`src/rtl/roll_display_driver.sv`:
```
// Converts a DiceRoller result to BCD with a one-shift-per-clock double-dabble engine
// and scans it onto a common-anode 3-digit 7-segment display ("---" until a non-zero roll).
module roll_display_driver #(
  parameter int REFRESH_DIV   = 1000,
  parameter int BLANK_LEADING = 1
) (
  input  logic        clk,
  input  logic        reset_n,
  input  logic        load,
  input  logic [7:0]  rolled_number,
  output logic        busy,
  output logic        done,
  output logic [11:0] bcd_value,
  output logic [6:0]  seg_n,
  output logic [2:0]  an_n
);

  localparam int CW = $clog2(REFRESH_DIV);
  localparam logic [CW-1:0] CNT_LAST = CW'(REFRESH_DIV - 1);
  localparam logic [6:0] SEG_DASH  = 7'b0111111;
  localparam logic [6:0] SEG_BLANK = 7'b1111111;

  typedef enum logic [1:0] {IDLE, CONV, DONE} state_e;

  state_e      state_q, state_d;
  logic [7:0]  bin_q, bin_d;
  logic [7:0]  cap_q, cap_d;
  logic [7:0]  stored_q, stored_d;
  logic [11:0] acc_q, acc_d;
  logic [11:0] bcd_q, bcd_d;
  logic [3:0]  iter_q, iter_d;
  logic        done_q, done_d;
  logic [CW-1:0] cnt_q, cnt_d;
  logic [1:0]  idx_q, idx_d;
  logic [2:0]  an_q, an_d;
  logic [6:0]  seg_q, seg_d;
  logic [11:0] accAdj;

  function automatic logic [3:0] dabble(input logic [3:0] nib);
    return (nib >= 4'd5) ? nib + 4'd3 : nib;
  endfunction

  function automatic logic [6:0] segOf(input logic [3:0] d);
    case (d)
      4'd0:    return 7'b1000000;
      4'd1:    return 7'b1111001;
      4'd2:    return 7'b0100100;
      4'd3:    return 7'b0110000;
      4'd4:    return 7'b0011001;
      4'd5:    return 7'b0010010;
      4'd6:    return 7'b0000010;
      4'd7:    return 7'b1111000;
      4'd8:    return 7'b0000000;
      4'd9:    return 7'b0010000;
      default: return SEG_DASH;
    endcase
  endfunction

  // A load in any state (re)starts a conversion; the newest value always wins.
  always_comb begin
    state_d  = state_q;
    bin_d    = bin_q;
    cap_d    = cap_q;
    stored_d = stored_q;
    acc_d    = acc_q;
    bcd_d    = bcd_q;
    iter_d   = iter_q;
    done_d   = 1'b0;
    accAdj   = {dabble(acc_q[11:8]), dabble(acc_q[7:4]), dabble(acc_q[3:0])};
    if (load) begin
      bin_d   = rolled_number;
      cap_d   = rolled_number;
      acc_d   = '0;
      iter_d  = '0;
      state_d = CONV;
    end else begin
      case (state_q)
        CONV: begin
          {acc_d, bin_d} = {accAdj, bin_q} << 1;
          iter_d = iter_q + 4'd1;
          if (iter_q == 4'd7) state_d = DONE;
        end
        DONE: begin
          bcd_d    = acc_q;
          stored_d = cap_q;
          done_d   = 1'b1;
          state_d  = IDLE;
        end
        default: ;
      endcase
    end
  end

  // Segments are computed from the next-cycle digit index and result, so an_n and seg_n
  // always change on the same edge and a new result appears exactly when done fires.
  always_comb begin
    cnt_d = (cnt_q == CNT_LAST) ? '0 : cnt_q + CW'(1);
    idx_d = idx_q;
    if (cnt_q == CNT_LAST) idx_d = (idx_q == 2'd2) ? 2'd0 : idx_q + 2'd1;
    case (idx_d)
      2'd1:    an_d = 3'b101;
      2'd2:    an_d = 3'b011;
      default: an_d = 3'b110;
    endcase
    seg_d = SEG_DASH;
    if (stored_d != 8'd0) begin
      case (idx_d)
        2'd0: seg_d = segOf(bcd_d[3:0]);
        2'd1: seg_d = (BLANK_LEADING != 0 && bcd_d[11:8] == 4'd0 && bcd_d[7:4] == 4'd0)
                      ? SEG_BLANK : segOf(bcd_d[7:4]);
        2'd2: seg_d = (BLANK_LEADING != 0 && bcd_d[11:8] == 4'd0)
                      ? SEG_BLANK : segOf(bcd_d[11:8]);
        default: seg_d = SEG_DASH;
      endcase
    end
  end

  always_ff @(posedge clk or negedge reset_n) begin
    if (!reset_n) begin
      state_q  <= IDLE;
      bin_q    <= '0;
      cap_q    <= '0;
      stored_q <= '0;
      acc_q    <= '0;
      bcd_q    <= '0;
      iter_q   <= '0;
      done_q   <= 1'b0;
      cnt_q    <= '0;
      idx_q    <= '0;
      an_q     <= 3'b110;
      seg_q    <= SEG_DASH;
    end else begin
      state_q  <= state_d;
      bin_q    <= bin_d;
      cap_q    <= cap_d;
      stored_q <= stored_d;
      acc_q    <= acc_d;
      bcd_q    <= bcd_d;
      iter_q   <= iter_d;
      done_q   <= done_d;
      cnt_q    <= cnt_d;
      idx_q    <= idx_d;
      an_q     <= an_d;
      seg_q    <= seg_d;
    end
  end

  assign busy      = (state_q != IDLE);
  assign done      = done_q;
  assign bcd_value = bcd_q;
  assign seg_n     = seg_q;
  assign an_n      = an_q;

endmodule

```
`config.mk`:
```
export PLATFORM = sky130hd
export DESIGN_NAME = roll_display_driver
export DESIGN_NICKNAME = d
export VERILOG_FILES = /design/src/rtl/roll_display_driver.sv
export SDC_FILE = /design/constraint.sdc
export NUM_CORES = 1
export LEC_CHECK = 0
export BUFFER_PORTS_ARGS = -buffer_cell sky130_fd_sc_hd__buf_2
export CAP_MARGIN = 15
export CORE_ASPECT_RATIO = 0.9
export CORE_MARGIN = 3
export CORE_UTILIZATION = 28
export DETAILED_ROUTE_END_ITERATION = 12
export GPL_ROUTABILITY_DRIVEN = 0
export HOLD_SLACK_MARGIN = 0.12
export SETUP_SLACK_MARGIN = 0.3
export SYNTH_ARGS = -nofsm -noshare
export SYNTH_HDL_FRONTEND = slang
export SYNTH_SLANG_ARGS = --single-unit
```
`constraint.sdc`:
```
create_clock -name clk -period 3.6 [get_ports clk]
set_clock_uncertainty 0.1 [all_clocks]
set_input_delay 0.9 -clock clk [delete_from_list [all_inputs] [get_ports clk]]
set_output_delay 0.9 -clock clk [all_outputs]
set_load 0.005 [all_outputs]
```
# Word-level counts from Yosys, hierarchy flattened
# Memories as Yosys holds them, arrays and structs flattened.
# Index checks and enable logic that the tools add are counted.
[word_totals]
mem_bits_ro = 336
out_inout_bits = 24
ram_bits = 0
mem_count = 3
latchBits = 0
ff_bits = 77
word_cells = 67
inputBits = 11
[op_classes]
shifts = 0
n_lt_le_gt_ge = 3
eq_ne = 8
div = 0
bitwise_logic = 0
reduce_logical = 9
n_addsub = 6
mux = 26
mul = 0
[mem_list]
columns = ["memory", "depth", "width", "rd", "rd_clocked_by_memory_dff", "write_ports", "line_no", "rtl"]
rows = [
  ["(no name shown)", 16, 7, 1, 0, 0, "44", "case (d)"],
  ["(no name shown)", 16, 7, 1, 0, 0, "44", ""],
  ["(no name shown)", 16, 7, 1, 0, 0, "44", ""],
]
[ops]
columns = ["op", "n"]
rows = [
  ["$mux W12", 4],
  ["$mux W8", 4],
  ["$mux W7", 3],
  ["$pmux W7 S3", 1],
  ["$mux W4", 4],
  ["$ge A4 B3 Y1 const B", 3],
  ["$add A10 B1 Y10 const B", 1],
  ["$eq A10 B10 Y1 const B", 1],
  ["$mux W10", 1],
  ["$add A4 B2 Y4 const B", 2],
  ["$logic_not A4 Y1", 2],
  ["$mux W2", 4],
  ["$reduce_bool A8 Y1", 1],
  ["$eq A2 B2 Y1 const B", 3],
  ["$pmux W3 S2", 1],
  ["$add A4 B1 Y4 const B", 1],
  ["$eq A2 B1 Y1 const B", 2],
  ["$eq A4 B3 Y1 const B", 1],
  ["$pmux W2 S2", 1],
  ["$reduce_bool A2 Y1", 2],
  ["$add A3 B2 Y3 const B", 1],
  ["$mux W3", 1],
  ["$ne A3 B3 Y1 const B", 1],
  ["$reduce_bool A3 Y1", 1],
  ["other kinds (5)", 6],
]

# Longest topological paths before layout
# Gate-level depths: netlist of run 1.
[depth]
word_depth = 8
mapped_depth = 12
mapped_depth_nobuf = 11

# Worst setup path after synthesis of run 1
# Ideal clock, no wire load.
[synth_timing]
path_kind = "input to register"
start = "input load"
end = "register seg_q[4], in the netlist seg_n[4]"
arrival_ns = 3.238
setup_ns = 0.084
required_time_ns = 3.416
setup_slack_ns = 0.178
path_buffers = 4
cell_stages = 12
cell_sequence = "clkbuf_2 or3b_4 buf_6 clkbuf_1 nand2_1 a21boi_0 ha_1 clkbuf_1 nor4_1 a2111oi_0 o21ai_0 o2111ai_1"
[synth_via]
elab_chain_cells = 6
elab_cells_between_ends = 13
classes_between = "mux (6); reduce/logical (4); memory (3)"
[synth_lines]
columns = ["element", "line_no", "rtl"]
rows = [
  ["start: declaration", "9", "input logic load,"],
  ["branches (longest 5 deep; another with $mem_v2 Z16 W7)", "-", ""],
  ["$mux W7 (*)", "106", "if (stored_d != 8'd0) begin"],
  ["named net seg_d[4]", "36", "logic [6:0] seg_q, seg_d;"],
  ["end signal: assignment", "144", "seg_q <= seg_d;"],
  ["end: declaration", "36", ""],
]
# Mark *: on every way through the listed nets, which the timed path passes.
# A chain may end at the register's enable or synchronous reset.

# Worst setup path after layout of run 1
# Ends and elaborated chain as after synthesis.

==> results.json, run 1 <==
{
  "numCtsBuffers": 9,
  "clock-sinks": 77,
  "grt_pass1_vias": 3223,
  "core_um2": 14800,
  "cts_tree": "yes",
  "cp-end-kind": "flip-flop",
  "slowest_stage": "a21boi_1",
  "post_drt_wl_per_cell_um": 14.3,
  "dp_hpwl_mm": 7.00,
  "synth.mux.area_fraction_pct": 6.97,
  "path_clk_slew_ps": 60,
  "syn_area_per_cell_um2": 9.51,
  "ys_types": 50,
  "dp.cells": 668,
  "grt_pass1_wl_mm": 16.2,
  "fin_nets": 524,
  "synth_fa_ha_area_share_pct": 9.37,
  "synth_simple_gate_area_share_pct": 15.9,
  "synthFlopType": "dfrtp_1",
  "h-tree-depth": 3,
  "clk_latency_ps": 330,
  "start_util_pct": 28.8,
  "worstSetupPathType": "in -> reg",
  "cp_cell_sequence": "buf_2 -> or3b_4 -> clkinvlp_4 -> a21boi_1 -> ha_1 -> nor4_1 -> a2111oi_0 -> o21ai_0 -> o2111ai_1",
  "layout-drive-gt1-share_pct": 16.3,
  "antennaDiodeCount": 0,
  "hold_violations": 0,
  "drtIter0Drc": 217,
  "die-area_um2": 16800,
  "netlist_area_um2": 4270,
  "crit_arrival_ps": 3260,
  "antenna_left": 0,
  "fin_tns_setup_ps": 0,
  "finalWirelength_mm": 9.75,
  "total_power_uw": 1920,
  "rows": 42,
  "finalNonFillerCells": 684,
  "ys_ff_latch": 77,
  "viasPerCell": 4.74,
  "die_width_um": 136,
  "reg2reg_depth": 8,
  "synth_xor_area_share_pct": 3.08,
  "dr_wl_met2_mm": 4.29,
  "hold_buffers": 0,
  "ys_seq_area_share_pct": 45.3,
  "tightest_slew_ps": 990,
  "async_flop_share_pct": 100,
  "ioPinCount": 35,
  "grt_max_degree": 78,
  "root_buffer": "clkbuf_16",
  "post-route-period-util_pct": 86.2,
  "peakVddDrop_v": 0.000242,
  "synth_edf_count": 0,
  "m1WireLength_mm": 4.80,
  "die_h_um": 123,
  "grt-ovfl-total": 0,
  "vias": 3245,
  "power.leakage_uw": 0.00236,
  "path_max_fanout": 17,
  "drv_cap": 0,
  "required_ps": 3750,
  "synth_top_family_by_area": "simple AND/OR/NAND/NOR gates",
  "yosysTopAreaCell": "dfrtp_1",
  "syn_nets": 492,
  "dr.pass1.iters": 4,
  "clk_path_buf_depth": 2,
  "wl_met3_um": 516,
  "yosysWarnings": 0,
  "outcome": "complete, no violations",
  "post_cts_buffers": 0,
  "period_minus_slack_ps": 3100,
  "worstHoldPathType": "reg -> reg",
  "drv_slew": 0,
  "max_stage_delay_ps": 440,
  "clock.fmax_mhz": 322,
  "power.density_nw_per_um2": 386,
  "maxSlewHeadroom_pct": 34.0,
  "setup_viol": 0,
  "synth_area_leaders": "dfrtp_1, ha_1, o21ai_0",
  "start_kind": "input pin",
  "syn_to_final_growth_pct": 16.4,
  "top_layer": "met4",
  "drcViolationCount": 0,
  "track_usage_pct": 12.2,
  "grt_antenna_before_repair": 0,
  "ctsResizeCount": 0,
  "io_buffers": 34,
  "rsz0062_at_grt": "no",
  "hold_depth": 1,
  "synthCells": 449,
  "whs_ps": 377,
  "synth_top_area_share_pct": 40.4,
  "synth-compound-area-share_pct": 14.0
}
final cells by class:
| type | instances | area, µm² |
|---|---|---|
| fillers | 1530 | 9850 |
| multi-input cells | 314 | 2100 |
| flip-flops and latches | 77 | 1940 |
| well taps | 198 | 248 |
| clock buffers | 11 | 243 |
| repair buffers | 43 | 240 |
| inverters | 36 | 141 |
| clock inverters | 5 | 58.8 |
final timing paths:
kind	startpoint	end	slack, ps
max	load	seg_n[4]$_DFF_PN1_	500
min	cnt_q[0]$_DFF_PN0_	cnt_q[0]$_DFF_PN0_	380
max reg2reg	state_q[1]$_DFFE_PN0P_	seg_n[4]$_DFF_PN1_	620
min reg2reg	cnt_q[0]$_DFF_PN0_	cnt_q[0]$_DFF_PN0_	380
max in group asynchronous	reset_n	cap_q[3]$_DFFE_PN0P_	2130
min in group asynchronous	reset_n	bcd_value[10]$_DFF_PN0_	600
stage by stage:
stage / utilization [%] / setup WS (ps) / instance area (µm²)
global route: 33.6 / 323 / 4970
finish: 33.6 / 495 / 4970
CTS: 33.5 / 369 / 4970
global placement: 31.5 / 203 / 4670
detailed placement: 31.5 / 33.0 / 4670
floorplan: - / 341 / 4270
logic make-up (layout without fill, tap and decap cells):
kind of cell / after synthesis / after routing
fa+ha+maj: 32 / 32
buf+inv: 58 / 95
mux: 26 / 26
compound gates: 102 / 102
xor+xnor: 15 / 15
flops: 77 / 77
simple gates: 139 / 139
metal layers:
layer  vias to the layer above  global-route usage, %
li1                       1610                      -
met3                        10                   3.38
met4                         0                   3.78
met5                         -                      0
met2                        70                   18.8
met1                      1555                   16.8
report_power, final:
part	internal (µW)	switching [µW]	total, µW
logic	32.4	59.0	91.4
registers	891	20.9	912
clock network	557	360	917
critical path: cells and delay by family:
| kind | cells | cell delay [ps] |
|---|---|---|
| adder cells (fa/ha/maj) | 1 | 400 |
| AND/OR/NAND/NOR | 2 | 380 |
| AO/OA/AOI/OAI | 4 | 1110 |
| buffers and inverters | 2 | 460 |
sequential cells by signal, indices dropped and copies added (netlist names):
name,cells
acc_q,12
done,1
state_q,2
bin_q,8
cap_q,8
an_n,3
cnt_q,10
idx_q,2
iter_q,4
stored_q,8
seg_n,7
bcd_value,12
cell usage in the layout, fill, tap and decap left out, types with 2 or more instances in the layout:
| cell | instances |
|---|---|
| a21boi_0 | 2 |
| a21boi_1 | 2 |
| a21o_1 | 2 |
| a21oi_1 | 29 |
| a31oi_1 | 2 |
| and2_1 | 2 |
| and3_1 | 4 |
| buf_2 | 33 |
| buf_4 | 10 |
| clkbuf_16 | 9 |
| clkinvlp_4 | 3 |
| dfrtp_1 | 69 |
| dfstp_2 | 8 |
| ha_1 | 32 |
| inv_1 | 33 |
| mux2_2 | 3 |
| mux2i_1 | 18 |
| mux2i_2 | 2 |
| mux2i_4 | 2 |
| nand2_1 | 41 |
| nand2b_1 | 8 |
| nand3_1 | 17 |
| nand3b_1 | 3 |
| nand4_1 | 4 |
| nor2_1 | 25 |
| nor2b_1 | 8 |
| nor3_1 | 14 |
| nor4_1 | 8 |
| o2111ai_1 | 3 |
| o211ai_1 | 5 |
| o21ai_0 | 45 |
| o221ai_1 | 3 |
| o22a_1 | 2 |
| o31ai_1 | 2 |
| xnor2_1 | 9 |
| xor2_1 | 6 |
Yosys cell counts (all sizes together) (8+ instances only):
library cell / instances
ha: 32
nor3: 14
nand2b: 8
inv: 35
nand2: 41
nor2b: 8
nor4: 8
xnor2: 9
dfrtp: 69
clkbuf: 19
dfstp: 8
nand3: 17
mux2i: 22
nor2: 25
a21oi: 29
o21ai: 45
Note: power is estimated with default switching activity, not from simulation.
==> run 2: changes to the inputs <==
- ABC_AREA: default -> 1
- BUFFER_PORTS_ARGS: -buffer_cell sky130_fd_sc_hd__buf_2 -> default
- DONT_BUFFER_PORTS: default -> 1
==> run 2 against run 1 <==
Synthesized cell count increased by 12%. Critical endpoint is now seg_n[0]$_DFF_PN1_. Fmax increased by 12%. Critical path type is now reg -> reg. Design area decreased by 5.4%. Largest power group unchanged. Register-to-register slack improved by 220 ps. Hold slack got worse by 220 ps.
==> results.json, run 2 <==
{
  "outcome": "complete, no violations",
  "yosysTopAreaCell": "dfrtp_1",
  "synthCells": 502,
  "p_seq_share_pct": 47.2,
  "drv_slew": 0,
  "clk_latency_ps": 340,
  "synth_commonest_cells": "nand2_1, inv_1, dfrtp_1",
  "syn_to_final_growth_pct": 11.4,
  "dp_hpwl_mm": 6.93,
  "cp-end-kind": "flip-flop",
  "post_drt_wl_per_cell_um": 13.4,
  "path_clk_slew_ps": 60,
  "grt_antenna_before_repair": 0,
  "clk_path_buf_depth": 2,
  "rsz0062_at_grt": "no",
  "power.leakage_uw": 0.00220,
  "drv_cap": 0,
  "netlist_area_um2": 4220,
  "ys_ff_latch": 77,
  "cts_tree": "yes",
  "post-synth-top-count-cell": "nand2_1",
  "antennaDiodeCount": 0,
  "drtIter0Drc": 276,
  "grt_pass1_vias": 3198,
  "start_util_pct": 29.4,
  "comb_power_share_pct": 4.6,
  "period_minus_slack_ps": 2760,
  "ys_seq_area_share_pct": 45.9,
  "final_common_cell": "nand2_1",
  "antenna_left": 0,
  "grt-ovfl-total": 0,
  "grt_max_degree": 78,
  "track_usage_pct": 12.0,
  "start_kind": "flip-flop",
  "syn_nets": 545,
  "vias": 3208,
  "drcViolationCount": 0,
  "ctsResizeCount": 0,
  "io_buffers": 0,
  "p_sw_uw": 443,
  "h-tree-depth": 3,
  "crit_arrival_ps": 2910,
  "grt_pass1_wl_mm": 15.9,
  "clockPowerShare_pct": 48.1,
  "die_h_um": 123,
  "finalWirelength_mm": 9.43,
  "clock-sinks": 77,
  "ys_types": 40,
  "r2r_slack_ps": 840,
  "power.density_nw_per_um2": 409,
  "hold_buffers": 0,
  "setup_viol": 0,
  "die_width_um": 135,
  "dp_slack_ps": 675,
  "synth_edf_count": 0,
  "path_max_fanout": 7,
  "dr.pass1.iters": 4,
  "p_int_uw": 1480,
  "hold_violations": 0,
  "async_flop_share_pct": 100,
  "required_ps": 3750,
  "fin_ws_ps": 838,
  "synth_area_leaders": "dfrtp_1, nand2_1, ha_1",
  "root_buffer": "clkbuf_16",
  "clock.fmax_mhz": 362,
  "viasPerCell": 4.57,
  "rows": 41,
  "die-area_um2": 16600,
  "post-route-period-util_pct": 76.7,
  "final_cell_mix": "nand2_1, inv_1, dfrtp_1",
  "yosysWarnings": 0,
  "fin_nets": 547,
  "core_um2": 14400,
  "fin_tns_setup_ps": 0,
  "numCtsBuffers": 9,
  "syn_area_per_cell_um2": 8.41,
  "sw_frac_of_total_pct": 23.0,
  "synth_top_area_share_pct": 40.9,
  "post_cts_buffers": 0,
  "layout-drive-gt1-share_pct": 10.2,
  "ioPinCount": 35,
  "worstHoldPathType": "in -> async",
  "maxSlewHeadroom_pct": 46.7,
  "worstSetupPathType": "reg -> reg",
  "synthFlopType": "dfrtp_1",
  "tightest_slew_ps": 798,
  "peakVddDrop_v": 0.000249
}
## run 2: cell count changes after synthesis, moves of 9 or more
| cell | previous run | this run |
|---|---|---|
| a21oi_1 | 29 | 10 |
| clkbuf_1 | 18 | 3 |
| inv_1 | 33 | 78 |
| mux2i_1 | 18 | 0 |
| nand2_1 | 41 | 114 |
| nand3_1 | 17 | 42 |
| nor2_1 | 25 | 39 |
| o21ai_0 | 45 | 32 |
| xnor2_1 | 9 | 0 |
## run 2: final timing paths
kind | depth (start not counted) | endpoint | startpoint
worst max-delay path | 12 | seg_n[0]$_DFF_PN1_ | cnt_q[0]$_DFF_PN0_
worst min-delay path | 0 | bin_q[3]$_DFFE_PN0P_ | reset_n
worst max register to register | 12 | seg_n[0]$_DFF_PN1_ | cnt_q[0]$_DFF_PN0_
worst min register to register | 2 | cap_q[4]$_DFFE_PN0P_ | cap_q[4]$_DFFE_PN0P_
max in group asynchronous | 0 | seg_n[5]$_DFF_PN1_ | reset_n
min in group clk | 2 | cap_q[4]$_DFFE_PN0P_ | cap_q[4]$_DFFE_PN0P_
## run 2: cells by family (layout without fill, tap and decap cells)
group,count (synthesis),in the layout,share of synthesized area (%)
flops,77,77,45.9
fa+ha+maj,32,32,9.48
compound gates,73,73,10.7
buf+inv,91,98,8.92
simple gates,226,226,24.4
xor+xnor,3,3,0.622
## run 2: per-stage QoR
step | hold slack [ps] | power, µW | instance area (µm²) | util, % | instances
floorplan | 342 | 991 | 4220 | - | 502
global placement | 362 | 1010 | 4400 | 30.6 | 686
detailed placement | 361 | 1010 | 4400 | 30.6 | 686
CTS | 143 | 1950 | 4710 | 32.8 | 702
global route | 136 | 2000 | 4710 | 32.8 | 702
finish | 153 | 1920 | 4710 | 32.8 | 702
## run 2: area by class of cell
class / instances / area (µm²)
Inverter: 82 / 310
Clock buffer: 10 / 239
Clock inverter: 6 / 68.8
Multi-Input combinational cell: 334 / 1910
Fill cell: 1492 / 9660
Sequential cell: 77 / 1940
Tap cell: 193 / 241
## run 2: metal layers
metal | up-vias | track usage [%] | routed length [µm]
met5 | - | 0 | 0
met4 | 0 | 4.16 | 191
met3 | 17 | 4.39 | 717
met2 | 66 | 19.0 | 4310
met1 | 1512 | 15.2 | 4210
li1 | 1613 | - | -
## run 2: critical path: stages (launching register included)
cell and delay, ps:
dfrtp_1 360, ha_1 170, nand2_1 50, inv_1 80, nand2_1 80, nor4_4 270
inv_1 210, o21ai_0 480, inv_1 190, ha_1 250, o21bai_4 200, nor2_1 140
nand3_1 90
## run 2: power groups by stage
stage	logic, µW	clock network, µW	registers, µW
global placement	84.2	0	924
finish	89.2	926	909
detailed placement	89.1	0	925
CTS	89.6	950	910
global route	103	986	912
floorplan	71.9	0	919
==> run 3: changes to the inputs <==
- clock period: 3.6 -> 2.62 ns (I/O delays scaled with it)
==> run 3 against run 2 <==
The run now ends with negative hold slack left. Design area grew 4.5%. Final cell count up 2.4%. Combinational power up 38%. Global-route usage up 0.37 points. Die area did not move. Critical endpoint is now seg_n[6]$_DFF_PN0_.
==> results.json, run 3 (synthesized netlist as in run 2, its figures left out) <==
{
  "syn_to_final_growth_pct": 16.5,
  "track_usage_pct": 12.4,
  "post_drt_wl_per_cell_um": 13.4,
  "start_util_pct": 29.4,
  "grt_antenna_before_repair": 0,
  "dp_hpwl_mm": 6.92,
  "setup_viol": 0,
  "fin_tns_setup_ps": 0,
  "h-tree-depth": 3,
  "crit_arrival_ps": 2380,
  "clock-sinks": 77,
  "cts_tree": "yes",
  "worstSetupPathType": "reg -> reg",
  "outcome": "complete, but fails checks",
  "hold_violations": 69,
  "dr.pass1.iters": 5,
  "clk_latency_ps": 340,
  "path_clk_slew_ps": 60,
  "viasPerCell": 4.60,
  "clk_path_buf_depth": 2,
  "drtIter0Drc": 359,
  "vias": 3308,
  "cp-end-kind": "flip-flop",
  "io_buffers": 0,
  "violations": "negative hold slack",
  "period_minus_slack_ps": 2270,
  "dr_wl_met2_mm": 4.61,
  "worstHoldPathType": "in -> async",
  "post-route-period-util_pct": 86.7,
  "top_layer": "met4",
  "antennaDiodeCount": 0,
  "drv_slew": 0,
  "peakVddDrop_v": 0.000310,
  "final_util_pct": 34.3,
  "core_um2": 14400,
  "power.density_nw_per_um2": 529,
  "antenna_left": 0,
  "start_kind": "flip-flop",
  "ioPinCount": 35,
  "rows": 41,
  "final_cell_mix": "nand2_1, inv_1, dfrtp_1",
  "power.leakage_uw": 0.00227,
  "rsz0062_at_grt": "yes",
  "die-area_um2": 16600,
  "drcViolationCount": 0,
  "tightest_slew_ps": 774,
  "grt_max_degree": 78,
  "numCtsBuffers": 9,
  "final_common_cell": "nand2_1",
  "grt-ovfl-total": 0,
  "die_h_um": 123,
  "finalWirelength_mm": 9.64,
  "drv_cap": 0,
  "root_buffer": "clkbuf_16",
  "fillers": 1479,
  "layout-drive-gt1-share_pct": 16.9,
  "fin_nets": 564,
  "grt_pass1_wl_mm": 16.3,
  "die_width_um": 135,
  "required_ps": 2730,
  "r2r-start": "cnt_q[0]$_DFF_PN0_",
  "whs_ps": -90.8,
  "path_max_fanout": 7,
  "grt_pass1_vias": 3318,
  "clock.fmax_mhz": 440,
  "m1WireLength_mm": 4.40,
  "maxSlewHeadroom_pct": 48.3,
  "cp-startpoint": "cnt_q[0]$_DFF_PN0_",
  "wl_met3_um": 495
}
run 3: changes by cell type in the layout (fill, tap and decap cells not counted), sizes merged:
cell | before | now
clkinvlp | 1 | 2
clkinv | 2 | 3
inv | 84 | 82
buf | 0 | 17
run 3: routing by layer:
layer	vias up	GRT usage, %
met5	-	0
met4	0	4.79
met3	10	3.65
met2	61	20.1
met1	1594	15.6
li1	1643	-
run 3: worst paths after layout:
check	slack, ps	endpoint	cells after the start
min	-90	bin_q[1]$_DFFE_PN0P_	0
min in group clk	290	iter_q[0]$_DFFE_PN0P_	1
max reg2reg	350	seg_n[6]$_DFF_PN0_	14
max	350	seg_n[6]$_DFF_PN0_	14
min reg2reg	380	cap_q[7]$_DFFE_PN0P_	2
max in group asynchronous	2290	seg_n[2]$_DFF_PN1_	0
run 3: per-stage QoR:
stage / total power (µW) / instance area (µm²) / instances / worst slack (ps)
2_1_floorplan: 1360 / 4220 / 502 / 335
3_3_place_gp: 1390 / 4440 / 692 / 148
3_5_place_dp: 1390 / 4440 / 692 / 68.3
4_1_cts: 2630 / 4770 / 712 / 316
5_1_grt: 2720 / 4920 / 719 / 187
6_report: 2600 / 4920 / 719 / 348
run 3: power by group:
group	switching, µW	leakage (µW)	total (µW)	internal, µW
Clock	494	0.000138	1230	736
Combinational	80.1	0.00117	123	42.7
Sequential	23.1	0.000963	1250	1230
run 3: final cells by class:
cell class,count,area (µm²),share of cell area (%)
clock buffers,10,229,4.65
clock inverters,6,63.8,1.30
inverters,82,313,6.36
multi-input cells,334,2000,40.7
flip-flops and latches,77,1940,39.4
well taps,193,241,4.91
repair buffers,17,131,2.67
run 3: timing repair:
item | CTS | global route
gates resized for setup | 4 | 28
buffers inserted | 4 | 7
endpoints found under the hold margin | 77 | 77
setup endpoints to repair | 7 | 7
pin swaps | 1 | 15
run 3: worst max-delay path, cell delays in order, from the launching register on:
cell and delay, ps:
dfrtp_1 370, ha_2 190, nand2_2 50, inv_2 70, nand2_2 60, nor4_4 240, inv_2 140, o21ai_2 210
o21ai_4 120, buf_4 160, ha_4 180, inv_2 50, a21oi_2 30, nor2_1 110, nor2_1 60
